`src/rtl/nibble_serial_add_ctrl_pkg.sv`:
```
// Shared types and constants for the nibble-serial add/subtract controller.
package nibble_serial_add_ctrl_pkg;

  localparam int NIBBLE_W = 4;

  typedef enum logic [1:0] {
    IDLE = 2'd0,
    RUN  = 2'd1,
    DONE = 2'd2
  } state_t;

endpackage

```
`src/rtl/nibble_add.sv`:
```
// 4-bit ripple-carry adder slice, time-shared across all nibbles of an operation.
module nibble_add
  import nibble_serial_add_ctrl_pkg::*;
(
  input  logic [NIBBLE_W-1:0] a,
  input  logic [NIBBLE_W-1:0] b,
  input  logic                cin,
  output logic [NIBBLE_W-1:0] sum,
  output logic                cout
);

  logic c;

  always_comb begin
    sum = '0;
    c   = cin;
    // NOTE: blocking assignments here are deliberate; c must ripple bit to bit within one evaluation.
    for (int i = 0; i < NIBBLE_W; i++) begin
      sum[i] = a[i] ^ b[i] ^ c;
      c      = (a[i] & b[i]) | (c & (a[i] ^ b[i]));
    end
    cout = c;
  end

endmodule

```
`src/rtl/nibble_serial_add_ctrl.sv`:
```
// Adds or subtracts two DATA_W operands one nibble per cycle through a single shared
// 4-bit adder slice; results are registered on entry to DONE and held until the next one.
module nibble_serial_add_ctrl
  import nibble_serial_add_ctrl_pkg::*;
#(
  parameter int DATA_W = 16,
  parameter int NIB_N  = DATA_W / 4
) (
  input  logic              clk,
  input  logic              rst,
  input  logic              in_valid,
  output logic              in_ready,
  input  logic [DATA_W-1:0] in_a,
  input  logic [DATA_W-1:0] in_b,
  input  logic              in_sub,
  output logic              out_valid,
  input  logic              out_ready,
  output logic [DATA_W-1:0] out_sum,
  output logic              out_cout,
  output logic              out_ovf,
  output logic              out_zero,
  output logic              busy
);

  localparam int IDX_W = (NIB_N > 1) ? $clog2(NIB_N) : 1;
  localparam logic [IDX_W-1:0] LAST_IDX = IDX_W'(NIB_N - 1);

  state_t            state, state_nx;
  logic [IDX_W-1:0]  idx;
  logic              carry;
  logic [DATA_W-1:0] a_sh, b_sh, res_sh, res_nx;
  logic [NIBBLE_W-1:0] slice_sum;
  logic              slice_cout;
  logic              accept, last;

  assign in_ready  = (state == IDLE) && !rst;
  assign accept    = in_valid && in_ready;
  assign busy      = (state != IDLE);
  assign out_valid = (state == DONE);
  assign last      = (idx == LAST_IDX);

  // Operands shift down so the active nibble always sits in the low slice;
  // the result shifts in from the top and is complete after NIB_N steps.
  nibble_add u_slice (
    .a    (a_sh[NIBBLE_W-1:0]),
    .b    (b_sh[NIBBLE_W-1:0]),
    .cin  (carry),
    .sum  (slice_sum),
    .cout (slice_cout)
  );

  assign res_nx = {slice_sum, res_sh[DATA_W-1:NIBBLE_W]};

  // NOTE: non-blocking assignments for every register so all state updates see pre-edge values.
  always_ff @(posedge clk or posedge rst) begin
    if (rst) state <= IDLE;
    else     state <= state_nx;
  end

  always_comb begin
    // NOTE: default assigned first so no path through the case can infer a latch.
    state_nx = state;
    case (state)
      IDLE:    if (accept)    state_nx = RUN;
      RUN:     if (last)      state_nx = DONE;
      DONE:    if (out_ready) state_nx = IDLE;
      default:                state_nx = IDLE;
    endcase
  end

  always_ff @(posedge clk or posedge rst) begin
    if (rst) begin
      idx      <= '0;
      carry    <= 1'b0;
      a_sh     <= '0;
      b_sh     <= '0;
      res_sh   <= '0;
      out_sum  <= '0;
      out_cout <= 1'b0;
      out_ovf  <= 1'b0;
      out_zero <= 1'b0;
    end else begin
      case (state)
        IDLE: begin
          if (accept) begin
            a_sh  <= in_a;
            b_sh  <= in_sub ? ~in_b : in_b;
            carry <= in_sub;
            idx   <= '0;
          end
        end
        RUN: begin
          a_sh   <= a_sh >> NIBBLE_W;
          b_sh   <= b_sh >> NIBBLE_W;
          res_sh <= res_nx;
          carry  <= slice_cout;
          idx    <= idx + IDX_W'(1);
          if (last) begin
            // On the last step the low slice holds the MSB nibble of A and Bop.
            out_sum  <= res_nx;
            out_cout <= slice_cout;
            out_ovf  <= (a_sh[NIBBLE_W-1] == b_sh[NIBBLE_W-1]) &&
                        (slice_sum[NIBBLE_W-1] != a_sh[NIBBLE_W-1]);
            out_zero <= (res_nx == '0);
          end
        end
        default: ;
      endcase
    end
  end

endmodule

```
`config.mk`:
```
export PLATFORM = sky130hd
export DESIGN_NAME = nibble_serial_add_ctrl
export DESIGN_NICKNAME = d
export VERILOG_FILES = /design/src/rtl/nibble_serial_add_ctrl_pkg.sv /design/src/rtl/nibble_add.sv /design/src/rtl/nibble_serial_add_ctrl.sv
export SDC_FILE = /design/constraint.sdc
export NUM_CORES = 1
export LEC_CHECK = 0
export CORE_AREA = 2 2 68 95
export CTS_CLUSTER_SIZE = 10
export DETAILED_ROUTE_END_ITERATION = 12
export DIE_AREA = 0 0 70 97
export PLACE_DENSITY = 0.88
export SLEW_MARGIN = 25
export SYNTH_ARGS = -nofsm -noshare
export SYNTH_HDL_FRONTEND = slang
export SYNTH_HIERARCHICAL = 1
export SYNTH_SLANG_ARGS = --single-unit
export TNS_END_PERCENT = 5
```
`constraint.sdc`:
```
create_clock -name clk -period 4.15 [get_ports clk]
set_input_delay 0.83 -clock clk [delete_from_list [all_inputs] [get_ports clk]]
set_output_delay 0.83 -clock clk [all_outputs]
set_load 0.02 [all_outputs]
```
==> results.json, run 1 <==
{
  "period_minus_slack_ps": 2920,
  "area_growth_pct": 24.8,
  "synthDistinctLibCells": 29,
  "cts_hold_buf": 0,
  "wl_per_cell_um": 13.6,
  "coreArea_um2": 5860,
  "cts_sinks": 68,
  "ys_seq_area_share_pct": 53.6,
  "crit_type": "primary input to primary output",
  "clockBufferDepth": 2,
  "place.gp.congestion": 0.739,
  "required_ps": 3320,
  "cts_max_level": 3,
  "clk_pin_slew_ps": 70,
  "finalWirelength_um": 5970,
  "syn_area_per_cell_um2": 10.2,
  "seqCellArea_um2": 1700,
  "r2r_slack_ps": 1550,
  "syn_area_um2": 3170,
  "power_switching_w": 0.00112,
  "timing.critical_path.buf_inv": 2,
  "io_buffers": 58,
  "detailroute.via_count": 2362,
  "combPwrFrac_pct": 41.7,
  "ctsResizeCount": 0,
  "async_flop_share_pct": 100,
  "postLayoutSetupSlackWorst_ps": 1230,
  "p_sw_share_pct": 38.5,
  "arrival_ps": 2090,
  "peakVddDrop_v": 0.000310,
  "synth_top_area_share_pct": 53.6,
  "ys_warn_count": 6,
  "worst_path_max_delay_cell": "clkdlybuf4s50_1",
  "dpl.hpwl_um": 4030,
  "tightestPinTransition_ps": 984,
  "cp-end-kind": "primary output",
  "period_share_pct": 70.3,
  "grtUsageTotal_pct": 19.4,
  "n_antenna_cell": 0,
  "tns_ps": 0,
  "syn_inst": 310,
  "rsz0062_at_grt": "no",
  "layout.nets": 404,
  "synth_nets": 352,
  "dieHeight_um": 97,
  "root_buffer": "clkbuf_8",
  "hp-class": "flop to flop",
  "power.internal_w": 0.00179,
  "critPathMaxFanout": 4,
  "first_pass_iters": 4,
  "slowest_delay_ps": 610,
  "synth_largest_area_cell": "dfrtp_1",
  "drtIter0Drc": 227,
  "power.leakage_nw": 1.82,
  "path_cells": "clkdlybuf4s50_1, nor2_1, clkdlybuf4s50_1",
  "fill_cells": 445,
  "fmax_mhz": 343,
  "fin_skew_ps": 11.4,
  "antenna_found_initial": 0,
  "cts_buffers": 9,
  "insertion_delay_ps": 350,
  "tritoncts": "done",
  "grt_pass1_vias": 2316,
  "crit_family": "buffers and inverters",
  "grt_overflow_total": 0,
  "synth-seq-cells": 68,
  "crit_top_cell": "clkdlybuf4s50_1",
  "clkPwrFrac_pct": 19.0,
  "p_per_area_nw_per_um2": 733,
  "slew_headroom_pct": 34.2,
  "dp_slack_ps": 1230,
  "grt_pass1_wl_um": 10400,
  "pwr-share-seq_pct": 39.4,
  "drv_slew": 0,
  "synth_edf_count": 0,
  "drc_errors": 0,
  "crit_path_start_kind": "primary input",
  "dieWidth_um": 70,
  "drive_above_1_share_pct": 14.4,
  "via_per_inst": 5.41,
  "placementRows": 33,
  "initial_utilization_pct": 54.1,
  "grt_max_degree": 47,
  "ios": 59,
  "multi_input_area_um2": 1320,
  "maxCapViolations": 0,
  "die_area_um2": 6790,
  "antenna_left": 0,
  "cts_setup_buffers": 0,
  "synth_top_cells_by_area": "dfrtp_1 54%, nand2_1 10%, nand3_1 6.3%",
  "ys.flop_type": "dfrtp_1",
  "status": "completed",
  "finalSetupViolCount": 0,
  "hold_violations": 0
}
-- cell usage after synthesis (2+ instances only) --
cell	number
nor2_1	5
buf_1	4
a21oi_1	5
o211ai_2	12
nand3_1	40
buf_6	5
inv_1	12
buf_2	6
clkbuf_1	5
dfrtp_1	68
nand2_1	86
mux2_2	17
fa_1	4
o21ai_0	4
nor2b_1	2
nor4_1	4
xnor2_1	16
a211oi_1	4
-- layout by cell type (no fill, tap or decap), drive strengths merged --
cell,count
clkbuf,10
or2,1
mux2,17
nand3b,1
nand3,40
a211oi,4
fa,4
a21oi,5
nor2b,2
inv,12
clkinvlp,2
nor4b,1
nand4,1
nand2b,1
nor2,5
ha,1
or4b,1
clkdlybuf4s50,58
or2b,1
buf,4
o211ai,12
clkinv,3
o21ai,5
dfrtp,68
nand2,86
bufinv,1
nor3b,1
nor4,4
xnor2,16
-- registers in the layout (all words and copies together) (netlist names) --
register,count
out_ovf,1
state,2
b_sh,16
a_sh,16
carry,1
res_sh,12
out_zero,1
out_sum,16
out_cout,1
idx,2
-- worst reg2reg max path, cell delays in order, from the launching register on --
cell and delay (ps):
dfrtp_1 410, fa_1 430, inv_1 70, fa_1 150
inv_1 50, fa_1 350, inv_1 80, fa_1 410
inv_1 140, nor3b_1 230, a21oi_1 60, o21ai_0 140
-- stage by stage --
| stage | power [W] | area [um^2] | hold WS, ps | cells | utilization [%] |
|---|---|---|---|---|---|
| after floorplan | 0.00198 | 3170 | 449 | 310 | - |
| after global placement | 0.00231 | 3760 | 454 | 421 | 64.1 |
| after detailed placement | 0.00238 | 3760 | 462 | 421 | 64.1 |
| after CTS | 0.00293 | 3960 | 477 | 437 | 67.6 |
| after global routing | 0.00311 | 3960 | 509 | 437 | 67.6 |
| final | 0.00290 | 3960 | 471 | 437 | 67.6 |
-- worst paths after layout --
check / start / end / cells past startpoint
max reg2reg: a_sh[0] / out_ovf / 11
min reg2reg: b_sh[7] / b_sh[3] / 2
max in group asynchronous: rst / b_sh[7] / 3
min: b_sh[7] / b_sh[3] / 2
min in group asynchronous: rst / b_sh[6] / 2
max: rst / in_ready / 3
-- final cells by class --
cell class | instances | area share [%]
sequential | 68 | 42.9
multi-input combinational | 209 | 33.2
clock buffer | 10 | 3.47
inverter | 12 | 1.14
tap | 70 | 2.21
clock inverter | 6 | 1.61
timing repair buffer | 62 | 15.4
-- per-layer routing --
layer / track usage (%) / vias to the layer above / wire length, um
met4: 9.17 / 0 / 134
met3: 4.90 / 10 / 275
met1: 23.6 / 1142 / 2430
met5: 0 / - / 0
met2: 32.0 / 80 / 3130
li1: - / 1130 / -
-- cells by family (layout without fill, tap and decap cells) --
group	Yosys count	after routing	synth area share, %
buffers and inverters	33	90	5.44
adders and majority gates	5	5	2.92
AOI/OAI and AO/OA	26	26	7.25
muxes	17	17	6.03
and+or+nand+nor	145	145	20.3
DFF	68	68	53.6
xor gates and xnor gates	16	16	4.41
-- power groups by stage --
stage          Clock (W)  Sequential [W]  Combinational (W)
6_report        0.000550         0.00114            0.00121
4_1_cts         0.000556         0.00114            0.00123
5_1_grt         0.000580         0.00119            0.00135
3_3_place_gp           0         0.00114            0.00117
2_1_floorplan          0         0.00120           0.000782
3_5_place_dp           0         0.00116            0.00122
No activity file was read; power rests on OpenSTA's default activity.
==> run 2: changes to the inputs <==
--- a/config.mk
+++ b/config.mk
@@ -5,11 +5,11 @@
 export SDC_FILE = /design/constraint.sdc
 export NUM_CORES = 1
 export LEC_CHECK = 0
-export CORE_AREA = 2 2 68 95
+export CORE_AREA = 2 2 73 103
 export CTS_CLUSTER_SIZE = 10
 export DETAILED_ROUTE_END_ITERATION = 12
-export DIE_AREA = 0 0 70 97
-export PLACE_DENSITY = 0.88
+export DIE_AREA = 0 0 75 105
+export PLACE_DENSITY = 0.81
 export SLEW_MARGIN = 25
 export SYNTH_ARGS = -nofsm -noshare
 export SYNTH_HDL_FRONTEND = slang
==> constraint.sdc (replaced) <==
create_clock -name clk -period 2.6 [get_ports clk]
set_input_delay 0.52 -clock clk [delete_from_list [all_inputs] [get_ports clk]]
set_output_delay 0.52 -clock clk [all_outputs]
set_load 0.02 [all_outputs]
==> results.json, run 2 (same netlist as run 1, synthesis figures left out) <==
{
  "status": "completed",
  "period_share_pct": 93.8,
  "tritoncts": "done",
  "fill_cells": 597,
  "crit_path_start_kind": "flop",
  "dieWidth_um": 75,
  "worst_path_max_delay_cell": "fa_1",
  "grt_overflow_total": 0,
  "layout.nets": 407,
  "hold_ws_ps": 479,
  "grt_pass1_wl_um": 10800,
  "antenna_left": 0,
  "hp-class": "flop to flop",
  "drc_errors": 0,
  "required_ps": 2870,
  "clk_pin_slew_ps": 70,
  "io_buffers": 58,
  "cts_buffers": 9,
  "via_per_inst": 5.07,
  "grt.busiest_layer": "met2",
  "clockBufferDepth": 2,
  "cts_hold_buf": 0,
  "timing.critical_path.buf_inv": 4,
  "path_cells": "fa_1, inv_1, fa_1, inv_1, fa_2, inv_2, fa_1, inv_2, nor3b_4, a21oi_1, o21ai_1",
  "drive_above_1_share_pct": 15.9,
  "drv_slew": 0,
  "dieHeight_um": 105,
  "reg_top3": "a_sh x16, b_sh x16, out_sum x16",
  "period_minus_slack_ps": 2440,
  "area_growth_pct": 28.9,
  "rsz0062_at_grt": "no",
  "ios": 59,
  "crit_family": "adder cells",
  "finalSetupViolCount": 0,
  "grt_max_degree": 69,
  "grtUsageTotal_pct": 17.9,
  "tns_ps": 0,
  "crit_top_cell": "fa_1",
  "cts_max_level": 3,
  "maxCapViolations": 0,
  "power.leakage_nw": 1.87,
  "wl_per_cell_um": 13.5,
  "hold_violations": 0,
  "fmax_mhz": 410,
  "critPathMaxFanout": 5,
  "crit_type": "flop to flop",
  "drtIter0Drc": 130,
  "tightestPinTransition_ps": 497,
  "grt_use_met3_pct": 4.53,
  "antenna_found_initial": 0,
  "met2_usage_pct": 28.8,
  "fin_skew_ps": 8.94,
  "finalWirelength_um": 6280,
  "cts_sinks": 68,
  "place.gp.congestion": 0.765,
  "n_antenna_cell": 0,
  "root_buffer": "clkbuf_8",
  "arrival_ps": 2710,
  "slowest_delay_ps": 420,
  "first_pass_iters": 4,
  "final_common_cell": "nand2_1",
  "slew_headroom_pct": 66.9,
  "grt_use_met1_pct": 22.1,
  "final_cell_mix": "86 x nand2_1, 68 x dfrtp_1, 58 x clkdlybuf4s50_1",
  "detailroute.via_count": 2358,
  "coreArea_um2": 6890,
  "dpl.hpwl_um": 4290,
  "total_power_w": 0.00492,
  "grt_pass1_vias": 2360,
  "p_per_area_nw_per_um2": 1200,
  "peakVddDrop_v": 0.000545,
  "cp-end-kind": "flop",
  "initial_utilization_pct": 46.1,
  "placementRows": 36,
  "die_area_um2": 7880,
  "insertion_delay_ps": 340
}
[run 2: cell types whose count changed in the layout (fill, tap and decap cells not counted), sizes merged]
cell / previous run / this run
clkinv: 3 / 1
clkbuf: 10 / 12
clkinvlp: 2 / 0
buf: 4 / 7
bufinv: 1 / 3
[run 2: where the power goes]
part / switching, W / internal [W] / leakage, nW / total [W]
Sequential: 0.000330 / 0.00151 / 0.876 / 0.00184
Combinational: 0.00109 / 0.000915 / 0.863 / 0.00201
Clock: 0.000376 / 0.000688 / 0.127 / 0.00106
Total: 0.00180 / 0.00312 / 1.87 / 0.00492
[run 2: metal layers]
metal / wire length [um] / vias to the layer above
met4: 127 / 0
met2: 3280 / 61
li1: - / 1138
met5: 0 / -
met3: 249 / 10
met1: 2620 / 1149
[run 2: layout make-up]
class | instances | area (um^2) | area share (%)
clock inverters | 4 | 95.1 | 2.32
repair buffers | 65 | 646 | 15.8
well taps | 95 | 119 | 2.91
clock buffers | 12 | 155 | 3.79
inverters | 12 | 45.0 | 1.10
multi-input cells | 209 | 1330 | 32.5
flip-flops and latches | 68 | 1700 | 41.6
[run 2: path summary, 6_finish.rpt]
check	startpoint	end	slack, ps	cells after the start
max	a_sh[0]	out_ovf	160	11
min	a_sh[11]	a_sh[7]	480	2
max reg2reg	a_sh[0]	out_ovf	160	11
min reg2reg	a_sh[11]	a_sh[7]	480	2
max in group asynchronous	rst	carry	1610	3
min in group asynchronous	rst	res_sh[8]	700	3
[run 2: timing repair]
| action | in CTS | in global routing |
|---|---|---|
| setup endpoints to repair | 0 | 1 |
| setup buffers | 0 | 0 |
| resized for setup | 0 | 6 |
[run 2: per-stage QoR]
step	util [%]	area, um^2	instances	worst slack, ps
floorplan	-	3170	310	228
finish	59.4	4090	465	160
global placement	55.5	3830	449	169
global route	59.4	4090	465	37.8
detailed placement	55.5	3830	449	47.3
CTS	59.2	4080	465	34.3
[run 2: worst min-delay path: stages, from the launching register on]
cell and delay [ps]:
dfrtp_1 340, nand2_1 50, nand3_1 50
